--- config.mk ---
export PLATFORM = sky130hd
export DESIGN_NAME = fetch_sequencer
export DESIGN_NICKNAME = d
export VERILOG_FILES = /design/src/rtl/fetch_sequencer.sv
export SDC_FILE = /design/constraint.sdc
export NUM_CORES = 1
export LEC_CHECK = 0
export CORE_MARGIN = 5
export CORE_UTILIZATION = 43
export DETAILED_ROUTE_END_ITERATION = 8
export GPL_TIMING_DRIVEN = 0
export PLACE_DENSITY = 0.86
export SETUP_SLACK_MARGIN = 0.3
export SLEW_MARGIN = 10
export SYNTH_ARGS = -nofsm -noshare
export SYNTH_HDL_FRONTEND = slang
export SYNTH_SLANG_ARGS = --single-unit
--- constraint.sdc ---
create_clock -name clk -period 3.1 [get_ports clk]
set_clock_uncertainty 0.1 [all_clocks]
set_input_delay 0.93 -clock clk [delete_from_list [all_inputs] [get_ports clk]]
set_output_delay 0.93 -clock clk [all_outputs]
set_load 0.1 [all_outputs]
--- src/rtl/fetch_sequencer.sv ---
// Pipeline fetch control: gates PC/IF-ID loading through IDLE/RUN/DRAIN/DONE,
// inserts load-use stalls, flushes taken-branch wrong-path work, counts both.
module fetch_sequencer #(
  parameter int unsigned DRAIN_CYCLES = 3,
  parameter int unsigned CNT_W        = 8
) (
  input  logic             clk,
  input  logic             rst,
  input  logic             start,
  input  logic [31:0]      ifid_ins,
  input  logic [4:0]       idex_rd,
  input  logic             idex_memread,
  input  logic             branch_taken,
  output logic             pc_clr,
  output logic             pc_en,
  output logic             ifid_en,
  output logic             ifid_flush,
  output logic             idex_flush,
  output logic             busy,
  output logic             done,
  output logic [CNT_W-1:0] stall_cnt,
  output logic [CNT_W-1:0] flush_cnt
);

  localparam int unsigned DW = (DRAIN_CYCLES > 1) ? $clog2(DRAIN_CYCLES) : 1;
  localparam logic [DW-1:0] DRAIN_LOAD = DW'(DRAIN_CYCLES - 1);
  localparam logic [CNT_W-1:0] CNT_MAX = {CNT_W{1'b1}};

  typedef enum logic [1:0] {S_IDLE, S_RUN, S_DRAIN, S_DONE} state_t;

  state_t         state, state_n;
  logic [DW-1:0]  drain_cnt, drain_n;
  logic           ifid_valid;
  logic           stall_inc, flush_inc, cnt_clr;
  logic [4:0]     rs1, rs2;
  logic           hazard, halt;

  assign rs1    = ifid_ins[19:15];
  assign rs2    = ifid_ins[24:20];
  assign hazard = ifid_valid & idex_memread & (idex_rd != 5'd0) &
                  ((idex_rd == rs1) | (idex_rd == rs2));
  assign halt   = ifid_valid & (ifid_ins == 32'h0);

  // Mealy decode: stall and flush take effect in the cycle they are seen.
  always_comb begin
    state_n    = state;
    drain_n    = drain_cnt;
    stall_inc  = 1'b0;
    flush_inc  = 1'b0;
    cnt_clr    = 1'b0;
    pc_clr     = 1'b0;
    pc_en      = 1'b0;
    ifid_en    = 1'b0;
    ifid_flush = 1'b0;
    idex_flush = 1'b0;
    busy       = 1'b0;
    done       = 1'b0;
    case (state)
      S_IDLE: begin
        pc_clr     = 1'b1;
        ifid_flush = 1'b1;
        idex_flush = 1'b1;
        if (start) begin
          state_n = S_RUN;
          cnt_clr = 1'b1;
        end
      end
      S_RUN: begin
        busy    = 1'b1;
        pc_en   = 1'b1;
        ifid_en = 1'b1;
        if (branch_taken) begin
          ifid_flush = 1'b1;
          idex_flush = 1'b1;
          flush_inc  = 1'b1;
        end else if (hazard) begin
          pc_en      = 1'b0;
          ifid_en    = 1'b0;
          idex_flush = 1'b1;
          stall_inc  = 1'b1;
        end else if (halt) begin
          pc_en      = 1'b0;
          ifid_en    = 1'b0;
          idex_flush = 1'b1;
          drain_n    = DRAIN_LOAD;
          state_n    = S_DRAIN;
        end
      end
      S_DRAIN: begin
        busy       = 1'b1;
        idex_flush = 1'b1;
        // A taken branch here means the halt word itself was wrong-path.
        if (branch_taken) begin
          pc_en      = 1'b1;
          ifid_en    = 1'b1;
          ifid_flush = 1'b1;
          flush_inc  = 1'b1;
          state_n    = S_RUN;
        end else if (drain_cnt == '0) begin
          state_n = S_DONE;
        end else begin
          drain_n = drain_cnt - DW'(1);
        end
      end
      S_DONE: begin
        done       = 1'b1;
        idex_flush = 1'b1;
        if (!start) state_n = S_IDLE;
      end
      default: state_n = S_IDLE;
    endcase
  end

  always_ff @(posedge clk or negedge rst) begin
    if (!rst) begin
      state     <= S_IDLE;
      drain_cnt <= '0;
    end else begin
      state     <= state_n;
      drain_cnt <= drain_n;
    end
  end

  always_ff @(posedge clk or negedge rst) begin
    if (!rst)                             ifid_valid <= 1'b0;
    else if (state == S_IDLE || ifid_flush) ifid_valid <= 1'b0;
    else if (ifid_en)                     ifid_valid <= 1'b1;
  end

  // Saturating performance counters, cleared on each new run.
  always_ff @(posedge clk or negedge rst) begin
    if (!rst) begin
      stall_cnt <= '0;
      flush_cnt <= '0;
    end else if (cnt_clr) begin
      stall_cnt <= '0;
      flush_cnt <= '0;
    end else begin
      if (stall_inc && stall_cnt != CNT_MAX) stall_cnt <= stall_cnt + CNT_W'(1);
      if (flush_inc && flush_cnt != CNT_MAX) flush_cnt <= flush_cnt + CNT_W'(1);
    end
  end

endmodule

==> impl_metrics.yaml, run 1 <==
timing:
  finalHoldViolations: 0
  fin_ws_ns: -0.359
  period_minus_slack_ns: 3.46
  min_period_over_period_pct: 112
  max_freq_ghz: 0.289
  slew_viol_final: 0
  rsz0062_at_grt: "yes"
  max_slew.worst_pin.slew_ns: 0.971
  slew-limit-headroom_pct: 35.5
  finalSetupTns_ns: -1.04
  finalSetupViolations: 3
synth:
  synth_compound_area_share_pct: 16.1
  ys_async_sr_fraction_pct: 100
  synth_cell_types: 42
  yosys.area.top_type: "dfrtp_1"
  synthDominantCellAreaShare_pct: 33.6
  synthAdderAreaFrac_pct: 6.40
  synth_simple_gate_area_share_pct: 28.1
  synth_flop_cell: "dfrtp_1"
  synth_xor_area_share_pct: 8.96
  synthMuxAreaShare_pct: 3.20
  ys_warn_count: 0
  seq_area_frac_synth_pct: 33.6
  post_synth_main_area_contributors: "dfrtp_1 (34%), xnor2_1 (8.4%), ha_1 (6.4%)"
  avgSynthCellArea_um2: 8.69
  synthesis.nets: 230
  synth_top_family_by_area: "simple AND/OR/NAND/NOR gates"
  syn_inst: 180
  synth.ff_latch_count: 21
  netlist_area_um2: 1560
  synth-edff-count: 0
critical_path:
  start_kind: "input pin"
  required_ns: 2.07
  critPathMaxFanout: 2
  endpoint_kind: "output pin"
  worstSetupPathType: "in2out"
  worst_ep_arrival_time_ns: 2.43
pwr:
  irDropWorstVdd_mv: 0.896
  power_frac_comb_pct: 74.2
  p_int_mw: 0.818
  power_frac_seq_pct: 18.8
  clockPowerShare_pct: 6.9
  cellPowerDensity_nw_per_um2: 793
  p_sw_share_pct: 57.5
  power.leakage_nw: 1.06
  p_switching_mw: 1.11
cts:
  clk_pin_slew_ns: 0.11
  cts_tree: "done"
  cts_root_buf: "clkbuf_4"
  clock_latency_ns: 0.31
  htreeDepth: 1
  cts_buffers: 3
  clockBufferDepth: 2
  cts.sinks: 21
floorplanning:
  start_util_pct: 43.7
  die_x_um: 70.3
  num_rows: 22
  die_area_um2: 4940
  ioPinCount: 65
  die_y_um: 70.3
  core-area_um2: 3580
placement:
  place_ws_ns: -1.80
  io_buffers: 63
  gp_congestion: 0.863
  dpl.hpwl_um: 3670
status:
  status: "finished, violations left"
  violations: "negative setup slack"
layout:
  utilization_pct: 67.8
  num_antenna_cells: 0
  area_growth_pct: 55.2
  nets: 306
  drive_above_1_share_pct: 21.6
global_route:
  grt_max_degree: 22
  grt_pass1_wl_um: 8180
  grt_pass1_vias: 1742
  grt_overflow: 0
  antenna_found_initial: 0
  track_usage_pct: 20.3
drt:
  detail_route.wl_per_cell_um: 16.2
  wl_um: 4920
  first_iter_violations: 47
  viasPerCell: 5.66
  remaining_drc_errors: 0
  dr.pass1.iters: 4
  ant_nets: 0
  vias: 1715
flow_run:
  max_cap_violations: 0
hold_path:
  hp-class: "reg2reg"
-- flip-flops by register name, summed over array words and instances, names as in the netlist --
name,count
flush_cnt,8
drain_cnt,2
ifid_valid,1
state,2
stall_cnt,8
-- repair_timing --
| action | in CTS | in global routing |
|---|---|---|
| cloned | 0 | 0 |
| setup buffers | 7 | 1 |
| resized for setup | 153 | 12 |
| hold buffers | 0 | 0 |
| pin swaps | 23 | 11 |
| endpoints found under the setup margin | 23 | 5 |
-- layer usage --
| metal | vias up | GRT usage, % | wire, µm |
|---|---|---|---|
| li1 | 821 | - | - |
| met1 | 796 | 25.7 | 2140 |
| met2 | 89 | 33.2 | 2250 |
| met3 | 9 | 5.61 | 439 |
| met4 | 0 | 6.60 | 81 |
| met5 | - | 0 | 0 |
-- cell type report --
class | instances | area (µm²)
Sequential cell | 21 | 526
Timing Repair Buffer | 71 | 632
Multi-Input combinational cell | 145 | 1090
Fill cell | 292 | 1150
Tap cell | 48 | 60.1
Buffer | 4 | 53.8
Clock buffer | 4 | 26.3
Inverter | 10 | 37.5
-- power by group through the flow --
stage | registers, mW | logic [mW] | clock network, mW
6_report | 0.363 | 1.43 | 0.134
3_5_place_dp | 0.368 | 1.36 | 0
3_3_place_gp | 0.366 | 1.35 | 0
4_1_cts | 0.363 | 1.43 | 0.138
2_1_floorplan | 0.481 | 0.952 | 0
5_1_grt | 0.370 | 1.50 | 0.150
-- synth_stat cells, types with 3 or more instances --
cell     instances
a21oi_1          7
dfrtp_1         21
ha_1             8
inv_1           10
mux2i_1          5
nand2_1         17
nand3_1         11
nand4_1          3
nor2_1          14
nor3_1           4
nor4_1          13
o21ai_0          6
o31ai_1          3
or3_1            6
or4_1            3
xnor2_1         15
-- path summary, 6_finish.rpt --
check / start / end / slack [ns] / depth (start not counted)
worst max-delay path: ifid_ins[10] / idex_flush / -0.36 / 7
worst min-delay path: drain_cnt[0]$_DFFE_PN0P_ / drain_cnt[0]$_DFFE_PN0P_ / 0.44 / 2
worst max register to register: state[1]$_DFFE_PN0P_ / stall_cnt[4]$_DFFE_PN0P_ / 0.78 / 7
worst min register to register: drain_cnt[0]$_DFFE_PN0P_ / drain_cnt[0]$_DFFE_PN0P_ / 0.44 / 2
max in group asynchronous: rst / drain_cnt[0]$_DFFE_PN0P_ / 1.28 / 1
min in group asynchronous: rst / flush_cnt[7]$_DFFE_PN0P_ / 1.04 / 1
-- kinds of logic after synthesis --
family,Yosys count
compound gates,33
xor+xnor,16
fa+ha+maj,8
buf+inv,14
flops,21
mux,5
simple gates,83
-- metrics by stage --
| stage | hold slack, ns | std cells | instance area, µm² | total power [mW] |
|---|---|---|---|---|
| 2_1_floorplan | 0.382 | 180 | 1610 | 1.43 |
| 3_3_place_gp | 0.392 | 291 | 2300 | 1.71 |
| 3_5_place_dp | 0.415 | 291 | 2300 | 1.73 |
| 4_1_cts | 0.443 | 302 | 2450 | 1.93 |
| 5_1_grt | 0.442 | 303 | 2430 | 2.02 |
| 6_report | 0.440 | 303 | 2430 | 1.93 |
-- placed cells by master, fill, tap and decap left out, drive strengths merged, types with 4 or more instances in the layout --
cell type      count
dlygate4sd2       27
dfrtp             21
buf               20
nand2             18
xnor2             15
clkdlybuf4s15     15
nor2              14
clkbuf            14
nor4              13
nand3             11
inv               10
ha                 8
a21oi              7
o21ai              6
or3                6
mux2i              5
nor3               4
-- critical path: stages --
cell and delay (ns):
clkdlybuf4s15_1 0.19, nor4b_2 0.26, nand4_1 0.14, or3_4 0.43, buf_4 0.16, o2111ai_4 0.10, buf_12 0.20
Note: power is estimated with default switching activity, not from simulation.
==> inputs of run 2 (changes only) <==
--- a/config.mk
+++ b/config.mk
@@ -9,9 +9,8 @@
 export CORE_UTILIZATION = 43
 export DETAILED_ROUTE_END_ITERATION = 8
 export GPL_TIMING_DRIVEN = 0
-export PLACE_DENSITY = 0.86
+export PLACE_DENSITY = 0.87
 export SETUP_SLACK_MARGIN = 0.3
-export SLEW_MARGIN = 10
 export SYNTH_ARGS = -nofsm -noshare
 export SYNTH_HDL_FRONTEND = slang
 export SYNTH_SLANG_ARGS = --single-unit
==> run 2 against run 1 <==
  * The run still ends with negative setup slack left
  * Register-to-register slack better by 0.06 ns
  * Clock-buffer cell count is 1 lower
  * Maximum frequency is 0.49% higher
  * Die area stayed put
  * First-iteration DRC count is 15% lower
  * Clock power hardly changed
==> impl_metrics.yaml, run 2 (synthesis results as in run 1) <==
critical_path:
  worst_ep_arrival_time_ns: 2.41
  worstSetupPathType: "in2out"
  crit_chain: "buf_8 -> or4_4 -> o211ai_1 -> buf_4 -> o2111ai_4 -> nand2_4 -> buf_12 -> buf_16"
  r2r_cells: 6
  cp_num_buf_inv: 4
  required_ns: 2.07
  endpoint_kind: "output pin"
  start_kind: "input pin"
  worst_path_max_delay_cell: "or4_4"
  critical_path.top_delay_family: "simple AND/OR/NAND/NOR gates"
  cp.depth: 8
  critPathMaxFanout: 2
  max_stage_delay_ns: 0.54
layout:
  largestRegisters: "flush_cnt: 8 flops, stall_cnt: 8 flops"
  final_common_cell: "dfrtp_1"
  nets: 311
  area_growth_pct: 54.2
  drive_above_1_share_pct: 28.1
  final_area_um2: 2410
  num_antenna_cells: 0
  final_cells: 308
  final_cell_mix: "dfrtp_1 (21), dlygate4sd2_1 (20), buf_2 (18), nand2_1 (16), xnor2_1 (14)"
timing:
  finalSetupTns_ns: -0.903
  max_slew.worst_pin.slew_ns: 0.968
  min_period_over_period_pct: 111
  finalHoldViolations: 0
  max_freq_ghz: 0.290
  finalSetupViolations: 3
  period_minus_slack_ns: 3.44
  slew-limit-headroom_pct: 35.7
  holdWs_ns: 0.421
  rsz0062_at_grt: "yes"
  fin_ws_ns: -0.342
  slew_viol_final: 0
global_route:
  grt_max_degree: 22
  antenna_found_initial: 0
  grt_overflow: 0
  grt_pass1_vias: 1823
  track_usage_pct: 20.1
  grt_pass1_wl_um: 8210
floorplanning:
  die_x_um: 70.3
  num_rows: 22
  ioPinCount: 65
  die_y_um: 70.3
  start_util_pct: 43.7
  die_area_um2: 4940
  core-area_um2: 3580
drt:
  dr.pass1.iters: 4
  remaining_drc_errors: 0
  vias: 1745
  first_iter_violations: 40
  ant_nets: 0
  wl_um: 4920
  detail_route.wl_per_cell_um: 16.0
  viasPerCell: 5.67
hold_path:
  hp-class: "reg2reg"
  hold_depth: 1
cts:
  cts_tree: "done"
  cts_buffers: 3
  clock_latency_ns: 0.31
  holdBufCountCts: 0
  clockBufferDepth: 2
  clk_pin_slew_ns: 0.11
  cts.sinks: 21
  htreeDepth: 1
  cts_root_buf: "clkbuf_4"
placement:
  gp_congestion: 0.877
  io_buffers: 63
  dpl_cell_area_um2: 2300
  dpl.cell_count: 291
  dpl.hpwl_um: 3550
pwr:
  irDropWorstVdd_mv: 1.02
  cellPowerDensity_nw_per_um2: 820
  finalPower_mw: 1.98
  power.leakage_nw: 1.08
flow_run:
  max_cap_violations: 0
status:
  violations: "negative setup slack"
  status: "finished, violations left"
==> run 2: cell types whose count changed in the layout (fill, tap and decap cells not counted), sizes merged <==
cell	change
clkdlybuf4s15	-6
clkinv	+1
clkbuf	-1
buf	+18
dlygate4sd2	-7
==> run 2: what timing repair did <==
item	CTS	global route
hold endpoints to repair	0	0
buffers inserted	11	2
gates resized for setup	176	20
pin swaps	21	20
setup endpoints to repair	23	5
==> run 2: metrics by stage <==
stage / setup WS (ns) / utilization, %
after detailed placement: -1.78 / 64.3
after CTS: -0.342 / 67.2
final: -0.342 / 67.4
after global placement: -1.74 / 64.3
after global routing: -0.404 / 67.4
after floorplan: -0.481 / -
==> run 2: power by group <==
part	leakage [nW]	internal [mW]	switching (mW)
clock network	0.0177	0.0482	0.0872
registers	0.282	0.318	0.0427
logic	0.781	0.484	0.998
total	1.08	0.850	1.13
==> run 2: routing by layer <==
metal | up-vias | global-route usage [%] | wire length [µm]
met5 | - | 0 | 0
met4 | 0 | 5.74 | 70
met3 | 10 | 4.60 | 383
met2 | 75 | 35.2 | 2390
met1 | 829 | 24.4 | 2080
li1 | 831 | - | -
==> run 2: worst paths after layout <==
kind / start / endpoint / slack, ns
worst max-delay path: idex_rd[2] / pc_en / -0.34
worst min-delay path: drain_cnt[1]$_DFFE_PN0P_ / drain_cnt[1]$_DFFE_PN0P_ / 0.42
worst max register to register: stall_cnt[0]$_DFFE_PN0P_ / stall_cnt[4]$_DFFE_PN0P_ / 0.84
worst min register to register: drain_cnt[1]$_DFFE_PN0P_ / drain_cnt[1]$_DFFE_PN0P_ / 0.42
max in group asynchronous: rst / flush_cnt[3]$_DFFE_PN0P_ / 1.28
min in group asynchronous: rst / flush_cnt[2]$_DFFE_PN0P_ / 1.03
==> run 2: layout make-up <==
cell class / instances / area (µm²)
Multi-Input combinational cell: 145 / 1090
Sequential cell: 21 / 526
Buffer: 4 / 42.5
Tap cell: 48 / 60.1
Fill cell: 306 / 1170
Timing Repair Buffer: 76 / 623
Inverter: 10 / 37.5
Clock inverter: 1 / 5.00
Clock buffer: 3 / 22.5
==> inputs of run 3 (changes only) <==
--- a/config.mk
+++ b/config.mk
@@ -14,3 +14,4 @@
 export SYNTH_ARGS = -nofsm -noshare
 export SYNTH_HDL_FRONTEND = slang
 export SYNTH_SLANG_ARGS = --single-unit
+export TNS_END_PERCENT = 20
==> run 3 against run 2 <==
  * The run still ends with negative setup slack left
  * Non-clock buffer count did not move
  * Clock power barely moved
  * Die area did not move
  * Sequential power barely moved
  * Utilization did not move
  * Maximum frequency rose by 0.66%
  * Clock-buffer cell count did not move
  * Cell count did not move
  * Critical path type unchanged
==> impl_metrics.yaml, run 3 (synthesis results as in run 1) <==
placement:
  dpl.cell_count: 291
  dpl.hpwl_um: 3630
  io_buffers: 63
  gp_congestion: 0.871
  place_ws_ns: -1.75
cts:
  clockBufferDepth: 2
  cts_tree: "done"
  clock_latency_ns: 0.31
  holdBufCountCts: 0
  cts.sinks: 21
  cts_root_buf: "clkbuf_4"
  htreeDepth: 1
  clk_pin_slew_ns: 0.12
  cts_buffers: 3
layout:
  ff_latch_area_um2: 526
  area_growth_pct: 54.2
  nets: 311
  drive_above_1_share_pct: 28.5
  final_cell_mix: "dlygate4sd2_1 (22), dfrtp_1 (21), buf_2 (18), nand2_1 (16), xnor2_1 (15)"
  final_cells: 308
  largestRegisters: "flush_cnt: 8 flops, stall_cnt: 8 flops"
  final_common_cell: "dlygate4sd2_1"
  multi_input_area_um2: 1100
  num_antenna_cells: 0
  fillCellCount: 320
flow_run:
  max_cap_violations: 0
drt:
  viasPerCell: 5.81
  ant_nets: 0
  dr.pass1.iters: 4
  detail_route.wl_per_cell_um: 16.0
  vias: 1788
  remaining_drc_errors: 0
  wl_um: 4910
  first_iter_violations: 72
global_route:
  grt_overflow: 0
  grt_max_degree: 22
  track_usage_pct: 19.9
  grt_pass1_vias: 1769
  grt_pass1_wl_um: 8240
  antenna_found_initial: 0
pwr:
  irDropWorstVdd_mv: 0.989
  cellPowerDensity_nw_per_um2: 811
  power.leakage_nw: 1.07
  finalPower_mw: 1.96
timing:
  rsz0062_at_grt: "yes"
  period_minus_slack_ns: 3.42
  finalHoldViolations: 0
  slew_viol_final: 0
  slew-limit-headroom_pct: 33.9
  max_slew.worst_pin.slew_ns: 0.996
  max_freq_ghz: 0.292
  finalSetupViolations: 3
  min_period_over_period_pct: 110
  fin_ws_ns: -0.320
hold_path:
  hp-class: "reg2reg"
critical_path:
  critPathMaxFanout: 2
  start_kind: "input pin"
  worst_ep_arrival_time_ns: 2.39
  endpoint_kind: "output pin"
  worstSetupPathType: "in2out"
  required_ns: 2.07
floorplanning:
  die_y_um: 70.3
  num_rows: 22
  ioPinCount: 65
  die_x_um: 70.3
  die_area_um2: 4940
  core-area_um2: 3580
  start_util_pct: 43.7
status:
  violations: "negative setup slack"
  status: "finished, violations left"
## run 3: path summary, 6_finish.rpt
| check | end | slack (ns) | from | cells past startpoint |
|---|---|---|---|---|
| worst min-delay path | drain_cnt[1]$_DFFE_PN0P_ | 0.43 | drain_cnt[1]$_DFFE_PN0P_ | 1 |
| max in group asynchronous | drain_cnt[0]$_DFFE_PN0P_ | 1.28 | rst | 1 |
| worst max-delay path | pc_en | -0.32 | idex_rd[3] | 8 |
| worst min register to register | drain_cnt[1]$_DFFE_PN0P_ | 0.43 | drain_cnt[1]$_DFFE_PN0P_ | 1 |
| worst max register to register | stall_cnt[4]$_DFFE_PN0P_ | 0.77 | stall_cnt[0]$_DFFE_PN0P_ | 6 |
| min in group asynchronous | flush_cnt[2]$_DFFE_PN0P_ | 1.04 | rst | 1 |
## run 3: critical path: stages
cell and delay [ns]:
buf_8 0.10, or4_4 0.53, o211ai_1 0.17, buf_4 0.15, o2111ai_4 0.13, nand2_4 0.12, buf_6 0.10, buf_12 0.16
## run 3: where the power goes
part	leakage, nW	switching, mW	total, mW	internal [mW]
sequential	0.282	0.0455	0.364	0.318
clock	0.0177	0.0871	0.135	0.0481
combinational	0.772	0.996	1.46	0.461
## run 3: what timing repair did
item | 4_1_cts | 5_1_grt
pin swaps | 21 | 15
gates resized for setup | 178 | 20
buffers inserted | 11 | 2
endpoints found under the setup margin | 23 | 6
## run 3: per-layer routing
metal / GRT usage (%) / routed length, µm / up-vias
met5: 0 / 0 / -
met3: 5.04 / 451 / 13
met4: 5.32 / 76 / 0
met1: 25.9 / 2070 / 850
met2: 32.6 / 2310 / 91
li1: - / - / 834
## run 3: layout make-up
type | count | share of cell area [%]
Buffer | 4 | 1.40
Clock buffer | 3 | 0.934
Clock inverter | 1 | 0.208
Inverter | 10 | 1.56
Multi-Input combinational cell | 145 | 45.5
Sequential cell | 21 | 21.8
Tap cell | 48 | 2.49
Timing Repair Buffer | 76 | 26.1
## run 3: per-stage QoR
stage | utilization [%] | cell area [µm²] | setup TNS [ns] | hold slack [ns]
6_report | 67.4 | 2410 | -0.871 | 0.428
5_1_grt | 67.4 | 2410 | -0.971 | 0.464
4_1_cts | 66.6 | 2380 | -0.878 | 0.433
3_5_place_dp | 63.6 | 2270 | -5.56 | 0.406
3_3_place_gp | 63.6 | 2270 | -5.50 | 0.392
2_1_floorplan | - | 1580 | -1.48 | 0.382
